File: config.mk
export PLATFORM = sky130hd
export DESIGN_NAME = muldiv_unit
export DESIGN_NICKNAME = d
export VERILOG_FILES = /design/src/rtl/muldiv_unit.sv
export SDC_FILE = /design/constraint.sdc
export NUM_CORES = 1
export LEC_CHECK = 0
export ABC_CLOCK_PERIOD_IN_PS = 6650
export BUFFER_PORTS_ARGS = -buffer_cell sky130_fd_sc_hd__buf_2
export CAP_MARGIN = 20
export CORE_MARGIN = 2
export CORE_UTILIZATION = 64
export CTS_BUF_LIST = sky130_fd_sc_hd__clkbuf_8
export CTS_CLUSTER_SIZE = 14
export DETAILED_ROUTE_END_ITERATION = 8
export PLACE_DENSITY_LB_ADDON = 0.2
export SYNTH_ARGS = -nofsm -noshare
export SYNTH_HDL_FRONTEND = slang
export SYNTH_SLANG_ARGS = --single-unit
File: constraint.sdc
create_clock -name clk -period 6.65 [get_ports clk]
set_clock_uncertainty 0.15 [all_clocks]
set_input_delay 0.665 -clock clk [delete_from_list [all_inputs] [get_ports clk]]
set_output_delay 0.665 -clock clk [all_outputs]
set_load 0.05 [all_outputs]
File: src/rtl/muldiv_unit.sv
// Iterative signed/unsigned multiply-divide unit: WIDTH+3 cycles from start to valid pulse.
// No queueing: start is only sampled in IDLE, busy stalls the issuer, cancel flushes.
module muldiv_unit #(
  parameter int WIDTH = 32
) (
  input  logic             clk,
  input  logic             rst,
  input  logic             start,
  input  logic [1:0]       op,
  input  logic [WIDTH-1:0] a,
  input  logic [WIDTH-1:0] b,
  input  logic             cancel,
  output logic             busy,
  output logic             valid,
  output logic [WIDTH-1:0] hi,
  output logic [WIDTH-1:0] lo,
  output logic             divzero
);

  localparam int CW = $clog2(WIDTH + 1);

  typedef enum logic [2:0] {
    S_IDLE,
    S_PREP,
    S_CALC,
    S_FIX,
    S_DONE
  } state_t;

  state_t           r_state;
  logic [1:0]       r_op;
  logic [WIDTH-1:0] r_a;
  logic [WIDTH-1:0] r_b;
  logic [WIDTH-1:0] r_m;
  logic [WIDTH-1:0] r_q;
  logic [WIDTH-1:0] r_acc;
  logic [CW-1:0]    r_cnt;
  logic             r_neg_x;
  logic             r_neg_r;
  logic             r_busy;
  logic             r_valid;
  logic [WIDTH-1:0] r_hi;
  logic [WIDTH-1:0] r_lo;
  logic             r_divzero;

  logic               w_is_div;
  logic               w_signed;
  logic               w_a_neg;
  logic               w_b_neg;
  logic [WIDTH-1:0]   w_a_mag;
  logic [WIDTH-1:0]   w_b_mag;
  logic [WIDTH-1:0]   w_addend;
  logic [WIDTH:0]     w_sum;
  logic [WIDTH:0]     w_shift;
  logic               w_ge;
  logic [WIDTH-1:0]   w_diff;
  logic [2*WIDTH-1:0] w_prod;
  logic [2*WIDTH-1:0] w_prod_s;
  logic [WIDTH-1:0]   w_quo;
  logic [WIDTH-1:0]   w_rem;
  logic               w_bzero;
  logic               w_last;

  assign w_is_div = r_op[1];
  assign w_signed = ~r_op[0];
  assign w_a_neg  = w_signed & r_a[WIDTH-1];
  assign w_b_neg  = w_signed & r_b[WIDTH-1];
  assign w_a_mag  = w_a_neg ? -r_a : r_a;
  assign w_b_mag  = w_b_neg ? -r_b : r_b;

  // Shift-add step: low product bits shift into r_q as multiplier bits retire.
  assign w_addend = r_q[0] ? r_m : '0;
  assign w_sum    = {1'b0, r_acc} + {1'b0, w_addend};

  // Restoring step: the true difference always fits WIDTH bits when w_ge holds.
  assign w_shift  = {r_acc, r_q[WIDTH-1]};
  assign w_ge     = (w_shift >= {1'b0, r_m});
  assign w_diff   = w_shift[WIDTH-1:0] - r_m;

  assign w_prod   = {r_acc, r_q};
  assign w_prod_s = r_neg_x ? -w_prod : w_prod;
  assign w_quo    = r_neg_x ? -r_q : r_q;
  assign w_rem    = r_neg_r ? -r_acc : r_acc;
  assign w_bzero  = (r_b == '0);
  assign w_last   = (r_cnt == CW'(WIDTH - 1));

  always_ff @(posedge clk or negedge rst) begin
    if (!rst) begin
      r_state   <= S_IDLE;
      r_op      <= '0;
      r_a       <= '0;
      r_b       <= '0;
      r_m       <= '0;
      r_q       <= '0;
      r_acc     <= '0;
      r_cnt     <= '0;
      r_neg_x   <= 1'b0;
      r_neg_r   <= 1'b0;
      r_busy    <= 1'b0;
      r_valid   <= 1'b0;
      r_hi      <= '0;
      r_lo      <= '0;
      r_divzero <= 1'b0;
    end else if (r_state != S_IDLE && cancel) begin
      r_state <= S_IDLE;
      r_busy  <= 1'b0;
      r_valid <= 1'b0;
    end else begin
      r_valid <= 1'b0;
      case (r_state)
        S_IDLE: begin
          if (start && !cancel) begin
            r_op    <= op;
            r_a     <= a;
            r_b     <= b;
            r_busy  <= 1'b1;
            r_state <= S_PREP;
          end
        end
        S_PREP: begin
          r_acc <= '0;
          r_cnt <= '0;
          if (w_is_div) begin
            r_m     <= w_b_mag;
            r_q     <= w_a_mag;
            r_neg_x <= w_a_neg ^ w_b_neg;
            r_neg_r <= w_a_neg;
          end else begin
            r_m     <= w_a_mag;
            r_q     <= w_b_mag;
            r_neg_x <= w_a_neg ^ w_b_neg;
            r_neg_r <= 1'b0;
          end
          r_state <= S_CALC;
        end
        S_CALC: begin
          if (w_is_div) begin
            r_acc <= w_ge ? w_diff : w_shift[WIDTH-1:0];
            r_q   <= {r_q[WIDTH-2:0], w_ge};
          end else begin
            r_acc <= w_sum[WIDTH:1];
            r_q   <= {w_sum[0], r_q[WIDTH-1:1]};
          end
          r_cnt <= r_cnt + 1'b1;
          if (w_last) r_state <= S_FIX;
        end
        S_FIX: begin
          if (w_is_div && w_bzero) begin
            // Zero divisor reports the raw dividend, bypassing sign correction.
            r_hi      <= r_a;
            r_lo      <= '1;
            r_divzero <= 1'b1;
          end else if (w_is_div) begin
            r_hi      <= w_rem;
            r_lo      <= w_quo;
            r_divzero <= 1'b0;
          end else begin
            r_hi      <= w_prod_s[2*WIDTH-1:WIDTH];
            r_lo      <= w_prod_s[WIDTH-1:0];
            r_divzero <= 1'b0;
          end
          r_valid <= 1'b1;
          r_state <= S_DONE;
        end
        S_DONE: begin
          r_busy  <= 1'b0;
          r_state <= S_IDLE;
        end
        default: begin
          r_busy  <= 1'b0;
          r_state <= S_IDLE;
        end
      endcase
    end
  end

  assign busy    = r_busy;
  assign valid   = r_valid;
  assign hi      = r_hi;
  assign lo      = r_lo;
  assign divzero = r_divzero;

endmodule
==> out/metrics.csv <==
metric,value,unit
total CTS buffers,42,
initial DRC count,2394,
internal power,5.02,mW
post-DP HPWL,43100,um
dpl ws,2.11,ns
post-synth cell types,77,
layout cells sized above 1,14.9,%
via density per instance,6.77,
full die area,0.0286,mm^2
fin. max-slew vios,0,
Clock Power Share,13.1,%
Initial Util,64.9,%
status,finished clean,
"Seq/Total Area, Yosys",34.4,%
clk_lat worst skew,0.56,ns
Post-synth EDFFs,0,
# clock sinks,240,
FP Rows,60,
Post-CTS Setup Inserts,0,
port buffer count,136,
Max-cap violations,0,
Min Hold Slack,0.0185,ns
clock-pin transition on the worst setup and hold timing paths,0.06,ns
first-pass GRT wire length,91800,um
Overflow after GRT,0,
Max Root-Sink Buffers,3,
Worst EP required,6.92,ns
Post-synth ARST share,100,%
Yosys reg bits,240,
critical path arrival,4.48,ns
Hold Crit Class,in -> async,
CTS tree,done,
core area,0.0269,mm^2
unrepaired setup endpoints after global routing,false,
Vias,17100,
max_slew headroom,24.2,%
element type at the critical path end,flip-flop,
Post-Route WL,58700,um
"area leader, netlist",dfrtp_1,
f_max,237,MHz
Main synth FF type,dfrtp_1,
DRC Markers,0,
"most common cell after layout, fill and taps aside",nand2_1,
largest net degree at the start of global routing,115,
H-tree depth,2,
Post-CTS Resized,0,
diode count,0,
Routed wire per std cell,23.2,um
Reg power frac,27.2,%
LEAKAGE,8.73,nW
Cells after Synth,2088,
"Avg Cell Area, Syn",8.35,um^2
Syn Nets,2229,
Overall Power,10.7,mW
Worst Tran Pin Value,1.13,ns
initial antenna violation count,3,
gpl congestion,1.00,
final setup fails,0,
die width,169,um
hold buffers post-CTS,0,
sw power,5.63,mW
Setup WS post-layout,2.44,ns
IO Count,137,
Total Routing Usage GR,41.4,%
Sw Share,52.9,%
Sum Neg Setup Slack,0,ns
root buffer selected by CTS,clkbuf_8,
Post-layout nets,2297,
vias in the first global route,16100,
part of the power in combinational logic,59.6,%
crit path kind,reg -> reg,
Final min period,4.21,ns
Hold Fails Final Rpt,0,
critical path launch point type,flip-flop,
number of detailed-route iterations in the first pass,8,
Layout area overhead,9.45,%
Detail Route Antenna Nets,0,
CP Max Fanout,11,
Die H,169,um
ranking of synthesized cells by area,"dfrtp_1 34%, nand2_1 5.3%, o21ai_0 5.0%",
Tcrit/Tclk final,63.3,%
Max VDD drop,0.000312,V
PD cells,558,mW/mm^2
Ys Warns,0,
Yosys top cell area share,34.4,%
most frequent cells in the layout,"244 x nand2_1, 239 x dfrtp_1, 195 x nor2_1",
area of the mapped netlist,0.0174,mm^2
==> Yosys cell counts (6+ instances only) <==
cell type,instances
a211oi_1,17
mux2_2,71
a21oi_1,164
o21ai_0,173
a31oi_1,45
mux2i_1,50
and2_1,6
or4_1,8
dfrtp_1,240
or2_2,7
xnor2_1,89
nor2b_1,13
ha_1,69
o221ai_1,26
o21bai_1,8
o41ai_1,16
nor2_1,198
and3_1,21
nand2_1,245
buf_2,15
a22oi_1,15
buf_1,9
a21o_1,31
nor3_1,37
a221o_1,7
clkbuf_1,106
nor4_1,19
nand4_1,14
nand3_1,35
o211ai_1,37
o31ai_1,20
or3_1,20
o21a_1,7
xor2_1,82
nand2b_1,13
inv_1,77
==> cell type report <==
class | count | area, um^2
Multi-Input combinational cell | 1640 | 10700
Fill cell | 2146 | 7780
Sequential cell | 240 | 6010
Timing Repair Buffer | 155 | 853
Clock buffer | 54 | 743
Tap cell | 341 | 427
Inverter | 77 | 289
Clock inverter | 19 | 111
==> worst paths after layout <==
check | startpoint | to | slack, ns | depth (start not counted)
max | r_acc[22] | r_acc[24] | 2.44 | 10
min | rst | lo[16] | 0.02 | 1
max reg2reg | r_acc[22] | r_acc[24] | 2.44 | 10
min reg2reg | lo[26] | lo[26] | 0.31 | 2
max in group asynchronous | rst | r_b[22] | 4.87 | 2
min in group clk | b[26] | r_b[26] | 0.18 | 2
==> worst max-delay path, cell delays in order, from the launching register on <==
cell and delay [ns]:
dfrtp_1 0.51, ha_1 0.46, and3_1 0.26, a221o_1 0.36, a31o_2 0.24, or3_1 0.39, o21ai_2 0.23, o21a_1 0.64
nor2_1 0.28, a221oi_1 0.38, o21ai_0 0.16
==> per-layer routing <==
metal	GRT usage, %	routed length (um)
met2	60.4	24500
met5	0	23
met3	9.82	7200
met4	17.5	2890
met1	59.1	24000
==> metrics by stage <==
stage          instance area, um^2  instances  utilization [%]
2_1_floorplan                17400       2088                -
3_3_place_gp                 18200       2452             67.8
3_5_place_dp                 18200       2452             67.8
4_1_cts                      19100       2525             70.9
5_1_grt                      19100       2526             71.0
6_report                     19100       2526             71.0
==> power groups by stage <==
stage          Sequential (mW)  Clock [mW]  Combinational, mW
2_1_floorplan             3.08           0               4.13
3_3_place_gp              2.84           0               6.02
3_5_place_dp              2.86           0               6.12
4_1_cts                   2.84        1.41               6.17
5_1_grt                   2.94        1.48               6.86
6_report                  2.90        1.40               6.36
==> sequential cells by signal (all words and copies together), names as in the netlist <==
name	cells
valid	1
r_state	3
r_b	32
r_cnt	6
hi	32
r_m	32
divzero	1
r_a	32
r_op	2
r_acc	32
r_neg_r	1
r_q	32
busy	1
lo	32
r_neg_x	1
==> logic make-up after synthesis <==
logic type | after synthesis | synth area share [%]
and+or+nand+nor | 661 | 17.4
buffers and inverters | 208 | 4.60
adders and majority gates | 71 | 5.18
AOI/OAI and AO/OA | 615 | 22.2
muxes | 122 | 7.58
DFF | 240 | 34.4
xor gates and xnor gates | 171 | 8.59
Note: power is estimated with default switching activity, not from simulation.
